<file path="config.mk">
export PLATFORM = sky130hd
export DESIGN_NAME = serial_stream_host
export DESIGN_NICKNAME = d
export VERILOG_FILES = /design/src/rtl/serial_stream_host.sv
export SDC_FILE = /design/constraint.sdc
export NUM_CORES = 1
export LEC_CHECK = 0
export ABC_AREA = 1
export BUFFER_PORTS_ARGS = -buffer_cell sky130_fd_sc_hd__buf_2
export CAP_MARGIN = 20
export CORE_MARGIN = 2
export CORE_UTILIZATION = 50
export DETAILED_ROUTE_END_ITERATION = 8
export MAX_ROUTING_LAYER = met4
export PLACE_DENSITY = 0.72
export SLEW_MARGIN = 20
export SYNTH_ARGS = -nofsm -noshare
export SYNTH_HDL_FRONTEND = slang
export SYNTH_SLANG_ARGS = --single-unit
</file>
<file path="constraint.sdc">
create_clock -name i_clk -period 1.6 [get_ports i_clk]
set_clock_uncertainty 0.05 [all_clocks]
set_input_delay 0.32 -clock i_clk [delete_from_list [all_inputs] [get_ports i_clk]]
set_output_delay 0.32 -clock i_clk [all_outputs]
set_load 0.05 [all_outputs]
</file>
<file path="src/rtl/serial_stream_host.sv">
// Host endpoint of the 1-bit serial sample link: MSB-first serializer on the
// transmit side, deserializer with a one-word output register on the receive side.
module serial_stream_host #(
  parameter int LENGTH      = 24,
  parameter int COUNT_WIDTH = 16
) (
  input  logic                   i_clk,
  input  logic                   i_rst,
  input  logic                   i_en,
  input  logic [LENGTH-1:0]      iv_tx_data,
  input  logic                   i_tx_valid,
  output logic                   o_tx_ready,
  output logic                   o_ser_dout,
  output logic                   o_ser_dout_valid,
  input  logic                   i_ser_ready,
  input  logic                   i_ser_din,
  input  logic                   i_ser_din_valid,
  output logic                   o_ser_ready,
  output logic [LENGTH-1:0]      ov_rx_data,
  output logic                   o_rx_valid,
  input  logic                   i_rx_ready,
  output logic [COUNT_WIDTH-1:0] ov_tx_count,
  output logic [COUNT_WIDTH-1:0] ov_rx_count
);

  localparam int BW = (LENGTH > 2) ? $clog2(LENGTH) : 1;
  localparam logic [BW-1:0] LAST = BW'(LENGTH - 1);

  typedef enum logic {TX_IDLE, TX_SHIFT} tx_state_t;

  tx_state_t              r_tx_state;
  logic [LENGTH-1:0]      r_tx_shreg;
  logic [BW-1:0]          r_tx_bit_cnt;
  logic [COUNT_WIDTH-1:0] r_tx_count;

  logic [LENGTH-1:0]      r_rx_shreg;
  logic [BW-1:0]          r_rx_bit_cnt;
  logic [LENGTH-1:0]      r_rx_data;
  logic                   r_rx_valid;
  logic [COUNT_WIDTH-1:0] r_rx_count;

  logic w_rx_last;
  logic w_rx_xfer;
  logic w_rx_load;

  // TX outputs decode straight from the state flop; i_ser_ready never reaches them.
  assign o_tx_ready       = i_en & (r_tx_state == TX_IDLE);
  assign o_ser_dout_valid = i_en & (r_tx_state == TX_SHIFT);
  assign o_ser_dout       = r_tx_shreg[LENGTH-1];
  assign ov_tx_count      = r_tx_count;

  always_ff @(posedge i_clk) begin
    if (i_rst) begin
      r_tx_state   <= TX_IDLE;
      r_tx_shreg   <= '0;
      r_tx_bit_cnt <= '0;
      r_tx_count   <= '0;
    end else if (i_en) begin
      case (r_tx_state)
        TX_IDLE: begin
          if (i_tx_valid) begin
            r_tx_shreg   <= iv_tx_data;
            r_tx_bit_cnt <= '0;
            r_tx_state   <= TX_SHIFT;
          end
        end
        TX_SHIFT: begin
          if (i_ser_ready) begin
            r_tx_shreg   <= {r_tx_shreg[LENGTH-2:0], 1'b0};
            r_tx_bit_cnt <= r_tx_bit_cnt + 1'b1;
            if (r_tx_bit_cnt == LAST) begin
              r_tx_state <= TX_IDLE;
              r_tx_count <= r_tx_count + 1'b1;
            end
          end
        end
        default: r_tx_state <= TX_IDLE;
      endcase
    end
  end

  // Only the word-completing bit is held off while the output register is full.
  assign w_rx_last   = (r_rx_bit_cnt == LAST);
  assign o_ser_ready = i_en & ~(w_rx_last & r_rx_valid & ~i_rx_ready);
  assign w_rx_xfer   = i_ser_din_valid & o_ser_ready;
  assign w_rx_load   = w_rx_xfer & w_rx_last;

  assign ov_rx_data  = r_rx_data;
  assign o_rx_valid  = r_rx_valid;
  assign ov_rx_count = r_rx_count;

  always_ff @(posedge i_clk) begin
    if (i_rst) begin
      r_rx_shreg   <= '0;
      r_rx_bit_cnt <= '0;
      r_rx_data    <= '0;
      r_rx_valid   <= 1'b0;
      r_rx_count   <= '0;
    end else if (i_en) begin
      if (w_rx_xfer) begin
        r_rx_shreg <= {r_rx_shreg[LENGTH-2:0], i_ser_din};
        if (w_rx_last) begin
          r_rx_data    <= {r_rx_shreg[LENGTH-2:0], i_ser_din};
          r_rx_bit_cnt <= '0;
          r_rx_count   <= r_rx_count + 1'b1;
        end else begin
          r_rx_bit_cnt <= r_rx_bit_cnt + 1'b1;
        end
      end
      if (w_rx_load) begin
        r_rx_valid <= 1'b1;
      end else if (r_rx_valid && i_rx_ready) begin
        r_rx_valid <= 1'b0;
      end
    end
  end

endmodule

</file>
==> metrics.md, run 1 <==
| Metric | Value |
|---|---|
| Status | complete, but fails checks |
| Failing checks | setup timing |
| Cts bufs inserted | 17 |
| I/O pin count | 93 |
| Switch share | 21.0% |
| Final Slew Violations | 0 |
| Fill count | 839 |
| P_int | 5.49 mW |
| CTS tree | done |
| Setup crit start kind | register |
| Row count | 36 |
| Period utilization | 122% |
| Chip height | 103 µm |
| Maximum number of pins on one net before global-route repair | 46 |
| Cell Chain, Critical Path | ha_4 -> nand2_4 -> nor2_4 -> buf_6 -> nand3_4 -> nand2_2 -> inv_2 -> buf_8 |
| Max clock buf depth | 2 |
| Leak | 2.61 nW |
| Critical-path top delay cell | dfxtp_2 |
| Initial DRC Count | 230 |
| Fmax | 511 MHz |
| Share of cells above drive strength 1 | 26.3% |
| Maxcap violations | 0 |
| Commonest non-fill, non-tap cell in the layout | nand2_1 |
| VDD IR-drop max | 0.000635 V |
| Setup WS post-layout | -359 ps |
| Register area | 2330 µm² |
| GPL Wtd Cong | 0.901 |
| Via count | 4754 |
| Clock share of power | 51.8% |
| CP max FO | 2 |
| Most frequent cells in the layout | nand2_1, dfxtp_1, a21oi_1 |
| Drt total wl | 11.6 mm |
| Min-Delay Path Class | input pin to register |
| Congestion Overflow GR | 0 |
| First-pass GRT wire length | 19.3 mm |
| Initial antenna violation count | 0 |
| Switching power | 1.46 mW |
| Mapped Nets | 706 |
| Design Area, Final | 6500 µm² |
| WP buf/inv | 3 |
| Port bufs | 92 |
| Distinct cell type count after synthesis | 32 |
| Critical path data required time | 1230 ps |
| Clock latency at the later pin of the worst-skew pair | 510 ps |
| Vias in the first global route | 4459 |
| Mapped Cells | 670 |
| Crit path max-delay family | flip-flops |
| Dpl cell area | 5640 µm² |
| Clock sink total | 115 |
| RSZ-0062 raised after global routing | true |
| 1st-pass router iterations | 5 |
| Remaining DRCs | 0 |
| Area of the die | 10600 µm² |
| Aggregate global-route resource usage | 23.6% |
| Syn Area/Cell | 7.30 µm² |
| Final Critical Period | 1960 ps |
| Nets | 825 |
| Relative slew slack | 77.8% |
| Final Hold Viols | 0 |
| Sequential share of the synthesized area | 47.1% |
| Syn-to-layout area delta | 33.0% |
| Synthesized area | 4890 µm² |
| Critical Path Sink Type | output pin |
| Final number of setup-violating endpoints | 45 |
| WP data arrival | 1590 ps |
| Chip width | 103 µm |
| Antenna diodes | 0 |
| Reg power frac | 42.6% |
| DP HPWL | 7.68 mm |
| Critical path class | register to output pin |
| Multi-input logic area | 2360 µm² |
| WL/cell | 12.4 µm |
| Pwr Density | 1070 nW/µm² |
| Max H-tree Level | 4 |
| CTS Root Cell | clkbuf_8 |
| Setup WS pre-CTS | -95.9 ps |
| Initial Util | 50.7% |
| CP max stage delay | 350 ps |
| ANT nets after route | 0 |
| Vias per inst | 5.09 |
| Gate power share | 5.6% |
| #FFs+latches synth | 115 |
| Synthesis Warnings | 0 |
| Worst Max-Slew Pin Slew | 329 ps |
| Clk slew on worst S/H paths | 50 ps |
| Core region area | 9640 µm² |
==> what timing repair did <==
| item | 4_1_cts | 5_1_grt |
|---|---|---|
| buffers inserted | 2 | 2 |
| pin swaps | 3 | 4 |
| gates resized for setup | 25 | 31 |
| setup endpoints to repair | 41 | 87 |
| gates cloned | 0 | 0 |
| hold endpoints to repair | 10 | 0 |
| hold buffers | 10 | 0 |
==> stage by stage <==
stage / instances / util (%) / setup TNS, ps / hold WS (ps) / power [mW]
final: 934 / 67.5 / -6210 / 25.0 / 6.95
after global routing: 934 / 67.5 / -11450 / 8.03 / 7.21
after CTS: 932 / 66.3 / -502 / 2.72 / 7.02
after detailed placement: 889 / 58.5 / -1720 / 391 / 3.37
after global placement: 889 / 58.5 / 0 / 385 / 3.36
after floorplan: 670 / - / -27.7 / 389 / 3.25
==> final timing paths <==
kind                            slack (ps)              to            start  depth (start not counted)
worst max-delay path                  -360     o_ser_ready  r_rx_bit_cnt[0]                          8
worst min-delay path                    20   ov_rx_data[0]        i_ser_din                          3
worst max register to register        -220  ov_rx_count[4]  r_rx_bit_cnt[0]                         11
worst min register to register         400  ov_tx_count[3]   ov_tx_count[3]                          1
==> tightest hold or removal path, stage by stage <==
cell and delay [ps]:
buf_2 110, nand2_1 60, a21oi_1 50
==> cell families (layout without fill, tap and decap cells) <==
kind of cell / count (synthesis) / after routing / share of synthesized area, %
xor gates and xnor gates: 7 / 7 / 1.25
adders and majority gates: 4 / 4 / 1.02
AOI/OAI and AO/OA: 139 / 139 / 15.1
DFF: 115 / 115 / 47.1
and+or+nand+nor: 337 / 337 / 29.0
buffers and inverters: 68 / 199 / 6.52
==> final cells by class <==
type	count	share of cell area, %
Multi-Input combinational cell	487	36.3
Sequential cell	115	35.9
Timing Repair Buffer	135	14.4
Clock buffer	27	7.71
Tap cell	133	2.56
Inverter	33	2.04
Clock inverter	4	1.08
==> power by group through the flow <==
stage	Sequential (mW)	Clock [mW]	Combinational (mW)
after global placement	3.01	0	0.349
after floorplan	3.02	0	0.237
final	2.96	3.60	0.391
after detailed placement	3.01	0	0.359
after CTS	2.96	3.67	0.385
after global routing	2.96	3.81	0.439
==> synth_stat cells <==
master | count | area share, %
nand4_2 | 1 | 0.26
o21a_1 | 2 | 0.31
nor2_4 | 2 | 0.46
nor4_1 | 1 | 0.13
nor2_2 | 7 | 0.90
xor2_1 | 6 | 1.1
a31oi_1 | 24 | 3.1
a31o_2 | 1 | 0.18
nand2_4 | 1 | 0.23
o21ai_1 | 1 | 0.10
nand2_1 | 223 | 17
a21oi_1 | 78 | 8.0
inv_1 | 28 | 2.1
dfxtp_1 | 115 | 47
nor3_1 | 12 | 1.2
nand3_2 | 2 | 0.41
nor2_1 | 50 | 3.8
buf_6 | 5 | 1.2
nand4_1 | 9 | 1.2
nand2_2 | 3 | 0.38
inv_2 | 4 | 0.31
nand3_1 | 23 | 2.4
xnor2_1 | 1 | 0.18
o211a_1 | 1 | 0.20
nor3b_2 | 1 | 0.26
nand3b_1 | 2 | 0.31
o21ai_0 | 32 | 3.3
buf_2 | 9 | 0.92
ha_1 | 4 | 1.0
clkbuf_1 | 17 | 1.3
clkinv_1 | 1 | 0.077
buf_4 | 4 | 0.61
==> layer usage <==
metal | vias to the layer above | share of wire [%] | routed length [µm] | GRT usage [%]
met5 | - | 0 | 0 | -
met4 | 0 | 1.9 | 221 | 9.51
met3 | 22 | 5.0 | 583 | 6.98
met2 | 116 | 47 | 5450 | 38.1
met1 | 2177 | 46 | 5360 | 27.7
li1 | 2439 | - | - | -
==> state kept, by name (all words and copies together) (netlist names) <==
register and count:
o_rx_valid 1, ov_rx_data 24, r_tx_shreg 24, ov_tx_count 16, r_tx_bit_cnt 5, r_tx_state 1
r_rx_bit_cnt 5, r_rx_shreg 23, ov_rx_count 16
Note: power is estimated with default switching activity, not from simulation.
==> run 2: changes to the inputs <==
CORE_ASPECT_RATIO = 0.6   (was default)
CORE_UTILIZATION = 40   (was 50)
PLACE_DENSITY = 0.59   (was 0.72)
==> metrics.md, run 2 (synthesis results as in run 1) <==
| Metric | Value |
|---|---|
| Syn-to-layout area delta | 37.1% |
| Nets | 827 |
| Met1 usage | 25.8% |
| R2r startpoint | r_rx_bit_cnt[0] |
| Status | complete, but fails checks |
| 1st-pass router iterations | 5 |
| CTS tree | done |
| Initial antenna violation count | 0 |
| P_int | 5.50 mW |
| Reg-to-reg endpoint | r_rx_shreg[4] |
| Final Critical Period | 1820 ps |
| Period utilization | 114% |
| Fill count | 1115 |
| Multi-input logic area | 2450 µm² |
| Critical path data required time | 1230 ps |
| Initial DRC Count | 205 |
| Initial Util | 40.8% |
| Row count | 31 |
| Final Hold Viols | 0 |
| Final Slew Violations | 0 |
| Clock latency at the later pin of the worst-skew pair | 400 ps |
| Congestion Overflow GR | 0 |
| Switching power | 1.72 mW |
| Dpl cells | 926 |
| Reg2Reg Setup Slack | -140 ps |
| WP data arrival | 1450 ps |
| Final number of setup-violating endpoints | 60 |
| Chip width | 147 µm |
| Maximum number of pins on one net before global-route repair | 60 |
| Failing checks | setup timing |
| ANT nets after route | 0 |
| Gate power share | 6.1% |
| Met3 Usage GRT | 4.95% |
| Critical-path top delay cell | dfxtp_2 |
| CP max FO | 2 |
| Chip height | 89.7 µm |
| Cts bufs inserted | 17 |
| Non-filler cells, final | 969 |
| Aggregate global-route resource usage | 19.5% |
| Most frequent cells in the layout | nand2_1, dfxtp_1, buf_2 |
| Critical Path Sink Type | output pin |
| Vias per inst | 4.91 |
| Critical path class | register to output pin |
| DP HPWL | 8.06 mm |
| WHS Endpoint | r_tx_shreg[3] |
| GR peak layer | met2 |
| First-pass GRT wire length | 20.2 mm |
| Vias in the first global route | 4378 |
| Grt met2 use | 29.2% |
| Max clock buf depth | 2 |
| Hold path startpoint | iv_tx_data[3] |
| Clk slew on worst S/H paths | 60 ps |
| Max H-tree Level | 4 |
| Total power | 7.21 mW |
| Leak | 2.73 nW |
| Antenna diodes | 0 |
| GPL Wtd Cong | 0.814 |
| WL/cell | 12.9 µm |
| Core region area | 12000 µm² |
| Port bufs | 92 |
| CTS Root Cell | clkbuf_16 |
| Cell Chain, Critical Path | ha_4 -> nand2_4 -> nor2_4 -> buf_6 -> nand3_4 -> nand2_2 -> inv_2 -> buf_8 |
| RSZ-0062 raised after global routing | true |
| Setup WS pre-CTS | -106 ps |
| Via count | 4760 |
| Share of cells above drive strength 1 | 31.6% |
| Setup TNS | -4250 ps |
| Setup WS post-layout | -223 ps |
| Min-Delay Path Class | input pin to register |
| CP max stage delay | 350 ps |
| Maxcap violations | 0 |
| Remaining DRCs | 0 |
| Reg2Reg Depth | 12 |
| Area of the die | 13200 µm² |
| Clock sink total | 115 |
| Reg power frac | 41.0% |
| Hold depth | 3 |
| VDD IR-drop max | 0.000718 V |
| I/O pin count | 93 |
| Fmax | 549 MHz |
| Clock share of power | 52.9% |
| Drt total wl | 12.5 mm |
| Pwr Density | 1080 nW/µm² |
| Register area | 2330 µm² |
| Switch share | 23.8% |
| Worst Max-Slew Pin Slew | 412 ps |
| Commonest non-fill, non-tap cell in the layout | nand2_1 |
| Setup crit start kind | register |
| Min Hold Slack | 128 ps |
| Relative slew slack | 72.3% |
## run 2: changes by cell type in the layout (fill, tap and decap cells not counted), moves of 6 or more
cell / previous run / this run
a21oi_1: 78 / 72
nand2_1: 219 / 194
a21oi_2: 0 / 6
nand2_2: 6 / 27
buf_2: 77 / 89
dlygate4sd3_1: 10 / 0
## run 2: worst max-delay path, delay by kind of cell, from the launching register on
| family | cells | cell delay (ps) |
|---|---|---|
| DFF | 1 | 350 |
| and+or+nand+nor | 4 | 270 |
| adders and majority gates | 1 | 150 |
| buffers and inverters | 3 | 280 |
## run 2: layout make-up
cell class,instances,share of cell area [%]
Sequential cell,115,34.7
Inverter,33,2.09
Timing Repair inverter,3,0.578
Tap cell,165,3.08
Multi-Input combinational cell,487,36.6
Clock inverter,13,2.22
Clock buffer,19,6.75
Timing Repair Buffer,134,14.0
## run 2: metal layers
layer	part of all wire (%)	wire length, µm
met1	51	6370
met3	5.4	670
met5	0	0
met2	43	5330
met4	1.0	129
## run 2: through the flow
stage / area, µm² / util, %
after CTS: 6400 / 53.4
after detailed placement: 5710 / 47.7
after global routing: 6710 / 56.0
after floorplan: 4920 / -
after global placement: 5710 / 47.7
final: 6710 / 56.0
## run 2: power by group through the flow
stage	registers (mW)	logic, mW	clock network, mW
2_1_floorplan	3.02	0.237	0
3_3_place_gp	3.01	0.362	0
3_5_place_dp	3.01	0.370	0
4_1_cts	2.95	0.382	3.89
5_1_grt	2.96	0.487	4.03
6_report	2.96	0.440	3.82
## run 2: repair_timing
| action | 4_1_cts | 5_1_grt |
|---|---|---|
| endpoints found under the hold margin | 0 | 0 |
| cloned | 0 | 5 |
| hold buffers | 0 | 0 |
| buffers inserted | 2 | 5 |
| setup endpoints to repair | 34 | 84 |
| gates resized for setup | 22 | 60 |
| pin swaps | 3 | 10 |
## run 2: worst max-delay path by stage
stage | from | endpoint
after floorplan | ov_tx_count[0] | ov_tx_count[8]
after global placement | r_rx_bit_cnt[0] | r_rx_shreg[22]
after detailed placement | r_rx_bit_cnt[0] | r_rx_shreg[11]
after CTS | r_rx_bit_cnt[1] | o_ser_ready
after global routing | r_rx_bit_cnt[0] | o_ser_ready
final | r_rx_bit_cnt[0] | o_ser_ready
==> run 3: changes to the inputs <==
ABC_AREA = default   (was 1)
CORE_ASPECT_RATIO = default   (was 0.6)
==> metrics.md, run 3 <==
| Metric | Value |
|---|---|
| R2r startpoint | r_rx_bit_cnt[0] |
| Syn Area/Cell | 8.48 µm² |
| CP max FO | 2 |
| Setup WS pre-CTS | -190 ps |
| Post-route met1 wirelength | 6.17 mm |
| Critical path class | register to output pin |
| Cell Chain, Critical Path | ha_4 -> buf_6 -> nand4b_1 -> buf_4 -> o21a_1 -> buf_6 |
| Final Critical Period | 1970 ps |
| Hold-fix buffers, CTS | 0 |
| Switch share | 21.7% |
| Commonest non-fill, non-tap cell in the layout | buf_2 |
| Top post-synthesis cells by count | dfxtp_1, nand2_1, a21oi_1 |
| Initial DRC Count | 277 |
| Final number of setup-violating endpoints | 68 |
| Vias per inst | 5.31 |
| Gate power share | 6.7% |
| Count leader, synth | dfxtp_1 |
| Pwr Density | 973 nW/µm² |
| VDD IR-drop max | 0.000717 V |
| Met3 wire len | 770 µm |
| Via count | 4649 |
| Initial Util | 40.5% |
| Core region area | 11900 µm² |
| Reg2Reg Depth | 7 |
| EDFF count, synth | 0 |
| Relative slew slack | 65.0% |
| Max clock buf depth | 2 |
| Chip height | 114 µm |
| DP HPWL | 7.40 mm |
| Reg power frac | 39.3% |
| Most frequent cells in the layout | buf_2, dfxtp_1, a21oi_2 |
| Critical path data required time | 1230 ps |
| WP buf/inv | 3 |
| Most frequent CP cell | buf_6 |
| Clk slew on worst S/H paths | 50 ps |
| Clock latency at the later pin of the worst-skew pair | 420 ps |
| CTS Root Cell | clkbuf_16 |
| Mapped Cells | 567 |
| Ys flop type | dfxtp_1 |
| Maximum number of pins on one net before global-route repair | 56 |
| Yosys top cell area share | 47.9% |
| WL/cell | 16.0 µm |
| Final Hold Viols | 0 |
| Critical-path top delay cell | dfxtp_2 |
| Total power | 7.49 mW |
| Congestion Overflow GR | 0 |
| GPL Wtd Cong | 0.766 |
| Max H-tree Level | 4 |
| ANT nets after route | 0 |
| Synth area leader | dfxtp_1 |
| Setup TNS | -12530 ps |
| Top Layer Used | met4 |
| Clock sink total | 115 |
| Hold depth | 3 |
| Metal2 WL | 6.86 mm |
| Multi-input logic area | 3140 µm² |
| First-pass GRT wire length | 21.0 mm |
| Cts bufs inserted | 17 |
| Drt total wl | 14.0 mm |
| Synthesized area | 4810 µm² |
| Row count | 40 |
| Fill count | 903 |
| Setup crit start kind | register |
| Switching power | 1.63 mW |
| Sequential share of the synthesized area | 47.9% |
| Area of the die | 12900 µm² |
| RSZ-0062 raised after global routing | true |
| Status | complete, but fails checks |
| Period utilization | 123% |
| Synth area leaders | dfxtp_1, nand2_1, a21oi_1 |
| I/O pin count | 93 |
| Worst Max-Slew Pin Slew | 526 ps |
| #FFs+latches synth | 115 |
| Setup WS post-layout | -370 ps |
| Nets | 752 |
| P_int | 5.87 mW |
| Distinct cell type count after synthesis | 39 |
| 1st-pass router iterations | 4 |
| Reg-to-reg endpoint | ov_rx_count[7] |
| CP max stage delay | 350 ps |
| Asr flop ratio synth | 0% |
| Clock share of power | 54.1% |
| Fin util | 64.9% |
| Antenna diodes | 0 |
| Min Hold Slack | 131 ps |
| Reg2Reg Setup Slack | -340 ps |
| Leak | 3.39 nW |
| Share of cells above drive strength 1 | 53.4% |
| Port bufs | 92 |
| Hold path startpoint | i_ser_din |
| Remaining DRCs | 0 |
| Syn-to-layout area delta | 60.1% |
| Critical Path Sink Type | output pin |
| WP data arrival | 1600 ps |
| Fmax | 508 MHz |
| Failing checks | setup timing |
| Final Slew Violations | 0 |
| Chip width | 114 µm |
| CTS tree | done |
| Initial antenna violation count | 0 |
| Synthesis Warnings | 0 |
| Aggregate global-route resource usage | 21.0% |
| Vias in the first global route | 4479 |
| WHS Endpoint | ov_rx_data[0] |
| Mapped Nets | 603 |
| Min-Delay Path Class | input pin to register |
| Register area | 2360 µm² |
| Crit path max-delay family | buffers and inverters |
| Maxcap violations | 0 |
## run 3: layout make-up
class	count	share of cell area (%)
flip-flops and latches	115	30.7
clock buffers	23	6.76
multi-input cells	411	40.8
inverters	5	0.244
clock inverters	9	1.56
repair buffers	166	17.6
well taps	147	2.39
## run 3: power groups by stage
stage / combinational, mW / sequential (mW) / clock (mW)
finish: 0.500 / 2.94 / 4.05
global route: 0.542 / 2.95 / 4.21
CTS: 0.443 / 2.94 / 4.09
detailed placement: 0.383 / 3.00 / 0
global placement: 0.372 / 3.00 / 0
floorplan: 0.251 / 3.00 / 0
## run 3: routing by layer
layer  up-vias  track usage [%]
li1       2291                -
met1      2240             25.6
met2        96             32.6
met3        22             5.84
met4         0             9.19
met5         -                -
## run 3: logic make-up (layout without fill, tap and decap cells)
group           after synthesis  after routing  share of synthesized area, %
compound gates              115            115                          14.0
xor+xnor                     14             14                          2.55
fa+ha+maj                     4              4                          1.04
buf+inv                      42            203                          3.82
flops                       115            115                          47.9
mux                          31             31                          6.63
simple gates                246            247                          24.1
## run 3: worst max path at each step
| stage | from | depth (start not counted) | to |
|---|---|---|---|
| after floorplan | r_rx_bit_cnt[1] | 6 | ov_rx_count[15] |
| after global placement | r_rx_bit_cnt[1] | 5 | ov_rx_count[15] |
| after detailed placement | r_rx_bit_cnt[1] | 5 | ov_rx_count[15] |
| after CTS | r_rx_bit_cnt[0] | 6 | o_ser_ready |
| after global routing | r_rx_bit_cnt[0] | 6 | o_ser_ready |
| final | r_rx_bit_cnt[0] | 6 | o_ser_ready |
## run 3: worst reg2reg max path, cell delays in order (launching register included)
cell	delay, ps
dfxtp_2	350
ha_4	140
buf_4	100
and4b_4	270
nand3_4	150
buf_6	190
or4_4	480
a21oi_2	140
## run 3: through the flow
stage               instance area, µm²  std cells
finish                            7700        876
global route                      7700        876
CTS                               7100        874
detailed placement                5760        812
global placement                  5760        812
floorplan                         4910        567
## run 3: timing repair
item,4_1_cts,5_1_grt
buffers inserted,56,7
gates resized for setup,100,158
gates cloned,10,2
endpoints found under the setup margin,64,85
pin swaps,47,62
